==> src/rtl/reflet_mem_arbiter_pkg.sv <==
// Shared definitions for the two-master memory arbiter: FSM states and owner encoding.
package reflet_mem_arbiter_pkg;

    typedef enum logic [2:0] {
        StIdle  = 3'd0,
        StTurn0 = 3'd1,
        StTurn1 = 3'd2,
        StOwn0  = 3'd3,
        StOwn1  = 3'd4
    } arb_state_e;

    localparam logic OwnM0 = 1'b0;
    localparam logic OwnM1 = 1'b1;

    function automatic arb_state_e turn_of(input logic master);
        return master ? StTurn1 : StTurn0;
    endfunction

endpackage

==> src/rtl/reflet_mem_arbiter_if.sv <==
// One master's view of the shared memory port: request/address/data in, run enable and read data out.
interface reflet_mem_arbiter_if #(
    parameter int unsigned WORDSIZE = 8
) ();

    logic                req;
    logic [WORDSIZE-1:0] addr;
    logic [WORDSIZE-1:0] wdata;
    logic                we;
    logic                enable;
    logic [WORDSIZE-1:0] rdata;

    modport master (output req, addr, wdata, we, input enable, rdata);
    modport slave  (input req, addr, wdata, we, output enable, rdata);

endinterface

==> src/rtl/reflet_arb_quantum.sv <==
// Time-quantum counter: cleared on handover, counts owned cycles and saturates at QUANTUM-1.
module reflet_arb_quantum #(
    parameter int unsigned QUANTUM = 8
) (
    input  logic clk,
    input  logic reset,
    input  logic clear_i,
    input  logic incr_i,
    output logic expired_o
);

    localparam int unsigned     CntW   = $clog2(QUANTUM + 1);
    localparam logic [CntW-1:0] CntMax = CntW'(QUANTUM - 1);

    logic [CntW-1:0] qcnt_d, qcnt_q;

    always_comb begin
        qcnt_d = qcnt_q;
        if (clear_i) begin
            qcnt_d = '0;
        end else if (incr_i && (qcnt_q != CntMax)) begin
            qcnt_d = qcnt_q + CntW'(1);
        end
    end

    always_ff @(posedge clk) begin
        if (reset) begin
            qcnt_q <= '0;
        end else begin
            qcnt_q <= qcnt_d;
        end
    end

    assign expired_o = (qcnt_q == CntMax);

endmodule

==> src/rtl/reflet_mem_arbiter.sv <==
// Round-robin arbiter sharing one synchronous-read memory between two stall-by-enable masters.
// A turnaround cycle routes the new owner's address early so its first enabled cycle sees data.
module reflet_mem_arbiter
    import reflet_mem_arbiter_pkg::*;
#(
    parameter int unsigned WORDSIZE = 8,
    parameter int unsigned QUANTUM  = 8
) (
    input  logic                clk,
    input  logic                reset,
    reflet_mem_arbiter_if.slave m0,
    reflet_mem_arbiter_if.slave m1,
    output logic [WORDSIZE-1:0] mem_addr,
    output logic [WORDSIZE-1:0] mem_wdata,
    output logic                mem_we,
    input  logic [WORDSIZE-1:0] mem_rdata,
    output logic                owner
);

    arb_state_e state_q;
    logic       owner_q;
    logic       last_q;
    logic       expired;
    logic       own0, own1;

    assign own0 = (state_q == StOwn0);
    assign own1 = (state_q == StOwn1);

    reflet_arb_quantum #(
        .QUANTUM (QUANTUM)
    ) u_quantum (
        .clk       (clk),
        .reset     (reset),
        .clear_i   (!(own0 || own1)),
        .incr_i    (own0 || own1),
        .expired_o (expired)
    );

    // owner switches on entry to TURNx so the turnaround cycle already presents mx's address.
    always_ff @(posedge clk) begin
        if (reset) begin
            state_q <= StIdle;
            owner_q <= OwnM0;
            last_q  <= OwnM1;
        end else begin
            unique case (state_q)
                StIdle: begin
                    if (m0.req && m1.req) begin
                        state_q <= turn_of(!last_q);
                        owner_q <= !last_q;
                    end else if (m0.req) begin
                        state_q <= StTurn0;
                        owner_q <= OwnM0;
                    end else if (m1.req) begin
                        state_q <= StTurn1;
                        owner_q <= OwnM1;
                    end
                end
                StTurn0: state_q <= StOwn0;
                StTurn1: state_q <= StOwn1;
                StOwn0: begin
                    if (!m0.req || (m1.req && expired)) begin
                        last_q <= OwnM0;
                        if (m1.req) begin
                            state_q <= StTurn1;
                            owner_q <= OwnM1;
                        end else begin
                            state_q <= StIdle;
                        end
                    end
                end
                StOwn1: begin
                    if (!m1.req || (m0.req && expired)) begin
                        last_q <= OwnM1;
                        if (m0.req) begin
                            state_q <= StTurn0;
                            owner_q <= OwnM0;
                        end else begin
                            state_q <= StIdle;
                        end
                    end
                end
                default: state_q <= StIdle;
            endcase
        end
    end

    assign owner     = owner_q;
    assign mem_addr  = owner_q ? m1.addr  : m0.addr;
    assign mem_wdata = owner_q ? m1.wdata : m0.wdata;
    assign mem_we    = !reset && ((own0 && m0.req && m0.we) || (own1 && m1.req && m1.we));

    assign m0.enable = own0 && !reset;
    assign m1.enable = own1 && !reset;
    assign m0.rdata  = mem_rdata;
    assign m1.rdata  = mem_rdata;

endmodule
==> src/flat_wrapper.sv <==
// flat-port wrapper written by rule: the top's interface ports become plain ports
module reflet_mem_arbiter_flat import reflet_mem_arbiter_pkg::*;
#(
    parameter int unsigned WORDSIZE = 8,
    parameter int unsigned QUANTUM  = 8
)
  (clk, reset, mem_addr, mem_wdata, mem_we, mem_rdata, owner, m0_req, m0_addr, m0_wdata, m0_we, m0_enable, m0_rdata, m1_req, m1_addr, m1_wdata, m1_we, m1_enable, m1_rdata);
  reflet_mem_arbiter_if #(.WORDSIZE(WORDSIZE)) m0_i ();
  reflet_mem_arbiter_if #(.WORDSIZE(WORDSIZE)) m1_i ();
  input  logic clk;
  input  logic reset;
  output logic [WORDSIZE-1:0] mem_addr;
  output logic [WORDSIZE-1:0] mem_wdata;
  output logic mem_we;
  input  logic [WORDSIZE-1:0] mem_rdata;
  output logic owner;
  input wire logic [$bits(m0_i.req)-1:0] m0_req;
  input wire logic [$bits(m0_i.addr)-1:0] m0_addr;
  input wire logic [$bits(m0_i.wdata)-1:0] m0_wdata;
  input wire logic [$bits(m0_i.we)-1:0] m0_we;
  output wire logic [$bits(m0_i.enable)-1:0] m0_enable;
  output wire logic [$bits(m0_i.rdata)-1:0] m0_rdata;
  input wire logic [$bits(m1_i.req)-1:0] m1_req;
  input wire logic [$bits(m1_i.addr)-1:0] m1_addr;
  input wire logic [$bits(m1_i.wdata)-1:0] m1_wdata;
  input wire logic [$bits(m1_i.we)-1:0] m1_we;
  output wire logic [$bits(m1_i.enable)-1:0] m1_enable;
  output wire logic [$bits(m1_i.rdata)-1:0] m1_rdata;
  assign m0_i.req = m0_req;
  assign m0_i.addr = m0_addr;
  assign m0_i.wdata = m0_wdata;
  assign m0_i.we = m0_we;
  assign m0_enable = m0_i.enable;
  assign m0_rdata = m0_i.rdata;
  assign m1_i.req = m1_req;
  assign m1_i.addr = m1_addr;
  assign m1_i.wdata = m1_wdata;
  assign m1_i.we = m1_we;
  assign m1_enable = m1_i.enable;
  assign m1_rdata = m1_i.rdata;
  reflet_mem_arbiter #(.WORDSIZE(WORDSIZE), .QUANTUM(QUANTUM)) u_core (.clk(clk), .reset(reset), .m0(m0_i), .m1(m1_i), .mem_addr(mem_addr), .mem_wdata(mem_wdata), .mem_we(mem_we), .mem_rdata(mem_rdata), .owner(owner));
endmodule
==> config.mk <==
export PLATFORM = sky130hd
export DESIGN_NAME = reflet_mem_arbiter_flat
export DESIGN_NICKNAME = d
export VERILOG_FILES = /design/src/rtl/reflet_mem_arbiter_pkg.sv /design/src/rtl/reflet_mem_arbiter_if.sv /design/src/rtl/reflet_arb_quantum.sv /design/src/rtl/reflet_mem_arbiter.sv /design/src/flat_wrapper.sv
export SDC_FILE = /design/constraint.sdc
export NUM_CORES = 1
export LEC_CHECK = 0
export CAP_MARGIN = 20
export CORE_MARGIN = 1.5
export CORE_UTILIZATION = 32
export CTS_BUF_LIST = sky130_fd_sc_hd__clkbuf_4
export CTS_CLUSTER_SIZE = 25
export DETAILED_ROUTE_END_ITERATION = 8
export PLACE_DENSITY = 0.82
export SYNTH_ARGS = -nofsm -noshare
export SYNTH_HDL_FRONTEND = slang
export SYNTH_SLANG_ARGS = --single-unit
==> constraint.sdc <==
create_clock -name clk -period 2 [get_ports clk]
set_input_delay 0.4 -clock clk [delete_from_list [all_inputs] [get_ports clk]]
set_output_delay 0.4 -clock clk [all_outputs]
set_load 0.005 [all_outputs]
# == Yosys cells after proc, flatten, opt, wreduce, memory -nomap -nowiden ==
# Cells that the tools add are included.
# totals
input_bits,46
out_inout_bits,36
wordCells,63
register_bits,9
# op_classes
add_sub_neg,1
n_bitwise,1
n_eq_ne,10
n_mux,21
n_reduce_logical,26
# ops
cell,n
8-bit 2-to-1 mux,2
3-bit 2-to-1 mux,5
3-bit one-hot mux with 5 select lines,1
1-bit logical AND,11
1-bit 2-to-1 mux,9
4-bit by 3-bit inequality test with 1-bit output (second input constant),2
3-bit by 2-bit equality test with 1-bit output (second input constant),2
2-bit inequality test (second input constant),3
3-bit AND reduction,2
4-bit by 1-bit adder with 4-bit output (second input constant),1
4-bit by 3-bit equality test with 1-bit output (second input constant),1
1-bit zero test,4
1-bit logical OR,4
2-bit 2-to-1 mux,2
4-bit AND reduction,1
3-bit by 1-bit equality test with 1-bit output (second input constant),1
3-bit equality test (second input constant),1
3-bit zero test,1
1-bit one-hot mux with 3 select lines,1
3-bit nonzero test,1
1-bit one-hot mux with 2 select lines,1
2-bit nonzero test,1
2-bit OR reduction,1
1-bit NOT,1

# == Logic depth before layout (Yosys ltp) ==
# Gate-level depths: netlist (run 1).
# depth
word_depth,5
mapped_depth,6
mapped_depth_nobuf,5

# == Modules after synthesis ==
# A second synthesis (run 1) with hierarchy kept.
# hier_totals
hier_cells,114
hier_area_um2,939.7
# modules_own_cells
module,cells_per_inst,area_each_um2,seq_area_each_um2,instances
reflet_mem_arbiter,91,732.0,100.1,1
reflet_arb_quantum,23,207.7,80.1,1

# == Worst setup path before layout (run 1) ==
# No wires, ideal clock.
# synth_path
path_kind,flip-flop to output port
start,register u_core.state_q[2]
end,output mem_we
arrival_ns,1.118
stages_incl_launch_ff,5
required_time_ns,1.600
slack_ns,0.482
n_path_buf,1
cell_sequence,dfxtp_1 > buf_4 > or3b_4 > o22a_1 > nor2_1
# synth_via
elab_chain_len,5
elab_cells_between_ends,8
classes_between,2 x eq/ne; 6 x reduce/logical
# synth_lines
item,line,rtl
start: declaration,reflet_mem_arbiter.sv:20,arb_state_e state_q;
start signal: assignment,reflet_mem_arbiter.sv:42,state_q <= StIdle;
start signal: assignment,reflet_mem_arbiter.sv:49,state_q <= turn_of(!last_q);
start signal: assignment,reflet_mem_arbiter.sv:52,state_q <= StTurn0;
3-bit by 2-bit equality test with 1-bit output / 3-bit equality test (equally long branches),"reflet_mem_arbiter.sv:26, reflet_mem_arbiter.sv:27",
1-bit logical AND (2 in a row),reflet_mem_arbiter.sv:91,assign mem_we = !reset && ((own0 && m0.req && m0.we) || (own1 && m1.req && m1.we));
1-bit logical OR *,reflet_mem_arbiter.sv:91,
1-bit logical AND *,reflet_mem_arbiter.sv:91,
end: declaration,flat_wrapper.sv:14,output logic mem_we;
# Mark *: on every way between the ends. The rest lies on a longest branch, timed or not.

# == Worst setup path after layout (run 1) ==
# layout_path
start,register u_core.owner_q (netlist: u_core.owner)
end,output mem_wdata[3]
# layout_via
elab_chain_len,1
# layout_lines
item,line,rtl
start: declaration,reflet_mem_arbiter.sv:21,logic owner_q;
start signal: assignment,reflet_mem_arbiter.sv:43,owner_q <= OwnM0;
start signal: assignment,reflet_mem_arbiter.sv:50,owner_q <= !last_q;
start signal: assignment,reflet_mem_arbiter.sv:53,owner_q <= OwnM0;
8-bit 2-to-1 mux,reflet_mem_arbiter.sv:90,assign mem_wdata = owner_q ? m1.wdata : m0.wdata;
end: declaration,flat_wrapper.sv:13,output logic [WORDSIZE-1:0] mem_wdata;
# Every way passes these cells.

==> results of run 1 <==
-- per-stage QoR --
stage               utilization (%)  power, W  setup WS, ps
floorplan                         -  0.000385           482
global placement               52.4  0.000545          -151
detailed placement             52.4  0.000555          -135
CTS                            53.4  0.000711          24.5
global route                   55.1  0.000760         -1.96
finish                         55.1  0.000712          53.8
-- metal layers --
layer | up-vias | global-route usage (%) | wire length, µm
li1 | 479 | - | -
met1 | 437 | 20.7 | 1160
met2 | 54 | 29.9 | 1410
met3 | 4 | 6.91 | 301
met4 | 0 | 5.10 | 5
met5 | - | 0 | 0
-- kinds of logic (layout without fill, tap and decap cells) --
group,after synthesis,after routing,synth area share (%)
flops,9,9,19.6
buf+inv,26,72,19.5
xor+xnor,1,1,0.955
simple gates,32,32,18.3
fa+ha+maj,1,1,1.36
compound gates,26,26,19.5
mux,17,17,20.7
-- worst paths after layout --
check                           slack, ps  depth (start not counted)                               startpoint                                       to
worst max-delay path                   50                          3                u_core.owner$_SDFFE_PP0P_                             mem_wdata[3]
worst min-delay path                  490                          2  u_core.u_quantum.qcnt_q[1]$_SDFFE_PP0P_  u_core.u_quantum.qcnt_q[1]$_SDFFE_PP0P_
worst max register to register        300                          5  u_core.u_quantum.qcnt_q[0]$_SDFFE_PP0P_               u_core.last_q$_SDFFE_PP1P_
worst min register to register        490                          2  u_core.u_quantum.qcnt_q[1]$_SDFFE_PP0P_  u_core.u_quantum.qcnt_q[1]$_SDFFE_PP0P_
-- critical path, cell delays in order, from the launching register on --
cell,delay (ps)
dfxtp_4,380
clkbuf_16,150
mux2_2,320
clkdlybuf4s50_1,440
-- flip-flops by register name, indices dropped and copies added, names as in the netlist --
register                 count
u_core.state_q               3
u_core.owner                 1
u_core.u_quantum.qcnt_q      4
u_core.last_q                1
-- area by class of cell --
type	instances	area share [%]
Clock buffer	4	1.99
Inverter	1	0.249
Multi-Input combinational cell	77	37.0
Sequential cell	9	12.2
Tap cell	31	2.57
Timing Repair Buffer	67	46.0
-- what timing repair did --
action	CTS	global route
setup endpoints to repair	10	15
gates resized for setup	4	10
cloned	0	1
setup buffers	0	0
-- power by group --
| group | internal (W) | total, W | switching, W |
|---|---|---|---|
| Clock | 0.0000904 | 0.000152 | 0.0000621 |
| Sequential | 0.000192 | 0.000202 | 0.0000102 |
| Combinational | 0.000235 | 0.000358 | 0.000122 |
| Total | 0.000518 | 0.000712 | 0.000195 |
-- cells in the mapped netlist (2+ instances only) --
| master | count | area, µm² |
|---|---|---|
| a211oi_1 | 2 | 15.0 |
| a21oi_1 | 8 | 40.0 |
| buf_2 | 5 | 25.0 |
| buf_4 | 17 | 128 |
| dfxtp_1 | 9 | 180 |
| mux2_2 | 16 | 180 |
| nand2_1 | 9 | 33.8 |
| nand2b_1 | 2 | 12.5 |
| nand3_1 | 4 | 20.0 |
| nor2_1 | 8 | 30.0 |
| o21ai_0 | 3 | 15.0 |
==> flow_summary.yaml, run 1 <==
cts:
  cts_sinks: 9
  clk_latency_ps: 260
  clk_pin_slew_worst_paths_ps: 60
  htree_levels: 1
  cts_root_buffer: "clkbuf_4"
  clockBufferDepth: 2
  tritoncts: "yes"
  numCtsBuffers: 3
  cts_hold_buf: 0
cells_and_area:
  multiInputGateArea_um2: 558
  area_delta_synth_final_pct: 64.4
  nets: 206
  design_area_mm2: 0.00151
  ff_latch_area_um2: 184
  fillers: 253
  mostFrequentLayoutCells: "46 x clkdlybuf4s50_1, 16 x mux2_2, 9 x nand2_1"
  instances_no_fill: 189
  final_common_cell: "clkdlybuf4s50_1"
  drive_gt1_share_pct: 21.5
  diodes: 0
worst_setup_path:
  required_ps: 1600
  worst_ep_arrival_time_ps: 1550
  cp_max_fo: 8
  crit_type: "reg2out"
  cp-end-kind: "output pin"
  worstSetupStartpointType: "register"
die:
  coreArea_mm2: 0.00273
  initial_core_util_pct: 33.5
  num_rows: 19
  die_h_um: 56.5
  io_pins: 82
  die_w_um: 56.5
  die-area_mm2: 0.00320
job:
  drv_cap: 0
placed_design:
  io_buffers: 57
  placed_cells: 184
  place_hpwl_mm: 2.18
  place_congestion: 0.793
  dpl_cell_area_mm2: 0.00143
run_status:
  status: "finished, final reports clean"
grt:
  antenna_found_initial: 0
  grt_max_degree: 18
  grt_overflow: 0
  grt_pass1_wl_mm: 4.51
  first_global_vias: 918
  track_usage_pct: 17.8
logic_synthesis:
  yosysUniqueCellTypes: 40
  synthesis.area_um2: 917
  avgSynthCellArea_um2: 8.19
  ys_seq_elements: 9
  synth_edf_count: 0
  ys_seq_area_share_pct: 19.6
  syn-num-nets: 159
  synth_top_flop_cell: "dfxtp_1"
  yosys_warnings: 0
  async_flop_share_pct: 0
  synth_cells: 112
detailed_routing:
  via_per_inst: 5.15
  drtIter0Drc: 23
  post-route-drc-count: 0
  num_vias: 974
  drt-total-wl_mm: 2.88
  firstDrtPassIters: 4
  routedWlPerCell_um: 15.2
  drtAntennaViolNets: 0
timing:
  final_max_slew_viol_count: 0
  finalCritPeriodShare_pct: 97.3
  hold_slack_ps: 488
  min_period_ps: 1950
  final.setup_skew_ps: 1.70
  max_freq_ghz: 0.514
  fin_tns_setup_ps: 0
  worst_pin_slew_ps: 425
  setup_viol: 0
  relSlewSlack_pct: 70.9
  hold_violations: 0
power_and_ir_drop:
  pwr_density_cell_mw_per_mm2: 473
  p_leak_nw: 0.652
  vdd_ir_drop_max_mv: 0.367
min_path:
  hold_path_class: "reg2reg"
Note: power is estimated with default switching activity, not from simulation.
==> inputs of run 2 (changes only) <==
--- a/config.mk
+++ b/config.mk
@@ -7,11 +7,11 @@
 export LEC_CHECK = 0
 export CAP_MARGIN = 20
 export CORE_MARGIN = 1.5
-export CORE_UTILIZATION = 32
+export CORE_UTILIZATION = 34
 export CTS_BUF_LIST = sky130_fd_sc_hd__clkbuf_4
 export CTS_CLUSTER_SIZE = 25
 export DETAILED_ROUTE_END_ITERATION = 8
-export PLACE_DENSITY = 0.82
+export PLACE_DENSITY = 0.87
 export SYNTH_ARGS = -nofsm -noshare
 export SYNTH_HDL_FRONTEND = slang
 export SYNTH_SLANG_ARGS = --single-unit
==> constraint.sdc (replaced) <==
create_clock -name clk -period 2.4 [get_ports clk]
set_input_delay 0.48 -clock clk [delete_from_list [all_inputs] [get_ports clk]]
set_output_delay 0.48 -clock clk [all_outputs]
set_load 0.005 [all_outputs]
==> run 2 against run 1 <==
Against the previous run: clock skew grew 5.8 ps; design area shrank 4.3%; non-clock buffer count shrank 2; combinational power shrank 18%; highest routed layer unchanged; via count grew 1.5%; global-route usage grew 0.19 points; die area shrank 5.6%; routed wire length shrank 2.6%; sequential share of layout area grew 0.29 points; hold slack lost 11 ps; critical path type unchanged; critical path depth is the same.
==> flow_summary.yaml, run 2 (synthesis gave the netlist of run 1 again) <==
run_status:
  status: "finished, final reports clean"
placed_design:
  dpl_cell_area_mm2: 0.00141
  place_congestion: 0.750
  place_hpwl_mm: 2.23
  place_ws_ps: 86.8
  io_buffers: 57
worst_setup_path:
  r2r-start: "u_core.u_quantum.qcnt_q[0]$_SDFFE_PP0P_"
  slowest_delay_ps: 510
  crit_path_cell_trace: "or3b_4 > nor2_1 > clkdlybuf4s50_1"
  crit_type: "reg2out"
  worst_ep_arrival_time_ps: 1670
  cp-end-kind: "output pin"
  worst_r2r_endpoint: "u_core.last_q$_SDFFE_PP1P_"
  r2r_cells: 5
  cp_max_fo: 5
  worstSetupStartpointType: "register"
  rrSetupSlack_ps: 760
  required_ps: 1920
  slowest_stage: "clkdlybuf4s50_1"
timing:
  finalCritPeriodShare_pct: 89.4
  max_freq_ghz: 0.466
  worst_pin_slew_ps: 354
  relSlewSlack_pct: 75.8
  min_period_ps: 2150
  final.setup_skew_ps: 7.54
  final_max_slew_viol_count: 0
  setup_viol: 0
  rsz0062_at_grt: "no"
  fin_tns_setup_ps: 0
  hold_violations: 0
  fin_ws_ps: 254
grt:
  grt_overflow: 0
  grt_pass1_wl_mm: 3.91
  use_met2_pct: 32.5
  grt_max_degree: 13
  antenna_found_initial: 0
  met3_usage_pct: 4.84
  use_met1_pct: 19.2
  track_usage_pct: 17.9
  grt_busiest_layer: "met2"
  first_global_vias: 916
cts:
  clockBufferDepth: 2
  cts_resized: 0
  cts_setup_buffers: 0
  clk_latency_ps: 270
  tritoncts: "yes"
  htree_levels: 1
  cts_root_buffer: "clkbuf_4"
  clk_pin_slew_worst_paths_ps: 60
  cts_hold_buf: 0
  numCtsBuffers: 3
  cts_sinks: 9
die:
  die_h_um: 54.9
  die_w_um: 54.9
  die-area_mm2: 0.00302
  initial_core_util_pct: 36.4
  io_pins: 82
  coreArea_mm2: 0.00252
  num_rows: 18
min_path:
  hold_path_class: "reg2reg"
  min_to: "u_core.u_quantum.qcnt_q[1]$_SDFFE_PP0P_"
  min_path_cells: 2
  min_from: "u_core.u_quantum.qcnt_q[1]$_SDFFE_PP0P_"
cells_and_area:
  mostFrequentLayoutCells: "56 x clkdlybuf4s50_1, 16 x mux2_2, 9 x nand2_1, 9 x dfxtp_1"
  biggestRegsByFlops: "u_core.u_quantum.qcnt_q: 4 flops, u_core.state_q: 3 flops"
  postLayoutCoreUtil_pct: 57.2
  largest-register: "u_core.u_quantum.qcnt_q"
  drive_gt1_share_pct: 19.9
  diodes: 0
  area_delta_synth_final_pct: 57.3
  nets: 204
  largest_reg_flops: 4
  design_area_mm2: 0.00144
  final_common_cell: "clkdlybuf4s50_1"
detailed_routing:
  drt-total-wl_mm: 2.81
  firstDrtPassIters: 4
  drtIter0Drc: 30
  num_vias: 989
  routedWlPerCell_um: 15.1
  post-route-drc-count: 0
  via_per_inst: 5.32
  drtAntennaViolNets: 0
power_and_ir_drop:
  vdd_ir_drop_max_mv: 0.221
  switching_share_pct: 28.5
  power.internal_w: 0.000422
  p_seq_share_pct: 28.4
  power_switching_w: 0.000168
  pwr_density_cell_mw_per_mm2: 410
  power_frac_comb_pct: 49.4
  finalPower_w: 0.000591
  clockPowerShare_pct: 22.2
  p_leak_nw: 0.569
job:
  drv_cap: 0
## run 2: worst max-delay path: cells and delay by family (launching register included)
family / cells / cell delay, ps
buffers and inverters: 1 / 510
flip-flops: 1 / 360
AND/OR/NAND/NOR: 2 / 540
## run 2: worst max path at each step
stage           endpoint  depth (start not counted)                           start  slack [ps]
2_1_floorplan     mem_we                          4  u_core.state_q[2]$_SDFFE_PP0P_         800
3_3_place_gp      mem_we                          5                          m1_req          60
3_5_place_dp      mem_we                          5                          m1_req          90
4_1_cts           mem_we                          5                          m1_req          70
5_1_grt        m1_enable                          3  u_core.state_q[0]$_SDFFE_PP0P_         210
6_report       m1_enable                          3  u_core.state_q[0]$_SDFFE_PP0P_         250
## run 2: per-layer routing
| layer | vias to the layer above | wire length, µm |
|---|---|---|
| li1 | 468 | - |
| met1 | 450 | 1050 |
| met2 | 61 | 1260 |
| met3 | 10 | 449 |
| met4 | 0 | 46 |
| met5 | - | 0 |
## run 2: final cells by class
type	instances	area, µm²
fill	242	1080
timing repair buffer	65	633
multi-input combinational	77	558
sequential	9	180
tap	30	37.5
clock buffer	4	30.0
inverter	1	3.75
## run 2: power groups by stage
stage               registers (W)  clock network (W)  logic, W
floorplan                0.000168                  0  0.000153
global placement         0.000170                  0  0.000279
detailed placement       0.000171                  0  0.000290
CTS                      0.000168           0.000133  0.000291
global route             0.000169           0.000143  0.000314
finish                   0.000168           0.000131  0.000292
## run 2: metrics by stage
step / instances / hold slack (ps)
after floorplan: 112 / 449
after global placement: 182 / 458
after detailed placement: 182 / 471
after CTS: 186 / 479
after global routing: 186 / 520
final: 186 / 477
==> inputs of run 3 (changes only) <==
--- a/config.mk
+++ b/config.mk
@@ -11,7 +11,7 @@
 export CTS_BUF_LIST = sky130_fd_sc_hd__clkbuf_4
 export CTS_CLUSTER_SIZE = 25
 export DETAILED_ROUTE_END_ITERATION = 8
-export PLACE_DENSITY = 0.87
+export PLACE_DENSITY = 0.9
 export SYNTH_ARGS = -nofsm -noshare
 export SYNTH_HDL_FRONTEND = slang
 export SYNTH_SLANG_ARGS = --single-unit
==> run 3 against run 2 <==
Against the previous run: clock skew grew 0.96 ps; final cell count fell by 1.1%; flip-flop and latch count is the same; routed wire length is 2.5% higher; sequential power about the same; first-iteration DRC count decreased by 37%; non-clock buffer count shrank 2; die area did not move; register-to-register slack about the same; critical path type is now in2out; largest cell class unchanged; highest routed layer unchanged.
==> flow_summary.yaml, run 3 (synthesis gave the netlist of run 1 again) <==
cts:
  cts_root_buffer: "clkbuf_4"
  clockBufferDepth: 2
  clk_pin_slew_worst_paths_ps: 70
  htree_levels: 1
  clk_latency_ps: 280
  tritoncts: "yes"
  cts_sinks: 9
  cts_hold_buf: 0
  numCtsBuffers: 3
detailed_routing:
  via_per_inst: 5.40
  post-route-drc-count: 0
  drtAntennaViolNets: 0
  drtIter0Drc: 19
  num_vias: 994
  drt-total-wl_mm: 2.88
  routedWlPerCell_um: 15.6
  firstDrtPassIters: 4
timing:
  worst_pin_slew_ps: 318
  fin_tns_setup_ps: 0
  final.setup_skew_ps: 8.50
  setup_viol: 0
  rsz0062_at_grt: "no"
  max_freq_ghz: 0.457
  hold_slack_ps: 490
  finalCritPeriodShare_pct: 91.1
  min_period_ps: 2190
  relSlewSlack_pct: 78.2
  hold_violations: 0
  final_max_slew_viol_count: 0
grt:
  grt_overflow: 0
  antenna_found_initial: 0
  track_usage_pct: 18.2
  grt_pass1_wl_mm: 3.93
  grt_max_degree: 18
  first_global_vias: 920
placed_design:
  place_hpwl_mm: 2.21
  place_congestion: 0.868
  io_buffers: 57
  dpl_cell_area_mm2: 0.00139
cells_and_area:
  mostFrequentLayoutCells: "56 x clkdlybuf4s50_1, 16 x mux2_2, 9 x nand2_1"
  fillers: 229
  design_area_mm2: 0.00143
  biggestRegsByFlops: "u_core.u_quantum.qcnt_q: 4 flops, u_core.state_q: 3 flops"
  largest_reg_flops: 4
  postLayoutCoreUtil_pct: 56.7
  largest-register: "u_core.u_quantum.qcnt_q"
  area_delta_synth_final_pct: 56.1
  final_common_cell: "clkdlybuf4s50_1"
  drive_gt1_share_pct: 19.5
  diodes: 0
  nets: 202
min_path:
  min_to: "u_core.state_q[1]$_SDFFE_PP0P_"
  hold_path_class: "reg2reg"
  min_from: "u_core.state_q[2]$_SDFFE_PP0P_"
  min_path_cells: 1
die:
  die_w_um: 54.9
  coreArea_mm2: 0.00252
  initial_core_util_pct: 36.4
  die-area_mm2: 0.00302
  io_pins: 82
  num_rows: 18
  die_h_um: 54.9
worst_setup_path:
  rrSetupSlack_ps: 750
  worst_r2r_endpoint: "u_core.last_q$_SDFFE_PP1P_"
  crit_type: "in2out"
  crit_path_cell_trace: "clkdlybuf4s50_1 > nor2_1 > clkdlybuf4s50_1"
  slowest_delay_ps: 550
  cp_max_fo: 9
  slowest_stage: "clkdlybuf4s50_1"
  worst_ep_arrival_time_ps: 1710
  cpMostUsedCell: "clkdlybuf4s50_1"
  cp-end-kind: "output pin"
  worstSetupStartpointType: "primary input"
  required_ps: 1920
  r2r-start: "u_core.u_quantum.qcnt_q[0]$_SDFFE_PP0P_"
  r2r_cells: 5
power_and_ir_drop:
  finalPower_w: 0.000588
  vdd_ir_drop_max_mv: 0.317
  pwr_density_cell_mw_per_mm2: 411
  p_leak_nw: 0.560
run_status:
  status: "finished, final reports clean"
job:
  drv_cap: 0
-- run 3: changes by cell type in the layout (fill, tap and decap cells not counted) --
cell     previous run  this run
buf_4               8         6
dfxtp_1             9         8
dfxtp_4             0         1
-- run 3: worst max path at each step --
stage,startpoint,slack [ps],cells past startpoint,endpoint
after detailed placement,m0_req,130,5,mem_we
after global routing,reset,130,3,m0_enable
after CTS,u_core.state_q[2]$_SDFFE_PP0P_,30,4,mem_we
final,reset,210,3,m1_enable
after global placement,m0_req,120,5,mem_we
after floorplan,u_core.state_q[2]$_SDFFE_PP0P_,800,4,mem_we
-- run 3: routing by layer --
metal,global-route usage [%],share of wire [%]
met5,0,0
met4,10.2,2.3
met3,3.76,16
met2,36.7,49
met1,16.4,33
-- run 3: report_power, final --
| part | total, W | internal (W) | switching, W |
|---|---|---|---|
| clock | 0.000137 | 0.0000757 | 0.0000611 |
| combinational | 0.000282 | 0.000184 | 0.0000988 |
| sequential | 0.000169 | 0.000159 | 0.00000996 |
| total | 0.000588 | 0.000419 | 0.000170 |
-- run 3: what timing repair did --
action,4_1_cts,5_1_grt
setup buffers,0,1
endpoints found under the setup margin,1,1
gates resized for setup,2,1
-- run 3: cell type report --
type | count | area [µm²] | share of cell area (%)
clock buffer | 4 | 30.0 | 2.10
inverter | 1 | 3.75 | 0.262
multi-input combinational | 77 | 558 | 39.0
sequential | 9 | 184 | 12.8
tap | 30 | 37.5 | 2.62
timing repair buffer | 63 | 618 | 43.2
-- run 3: per-stage QoR --
step / cells / setup WS [ps]
floorplan: 112 / 802
global placement: 179 / 117
detailed placement: 179 / 131
CTS: 183 / 26.5
global route: 184 / 132
finish: 184 / 214
-- run 3: critical path, delay by kind of cell --
| family | cells | cell delay (ps) |
|---|---|---|
| buf+inv | 2 | 1060 |
| simple gates | 1 | 160 |
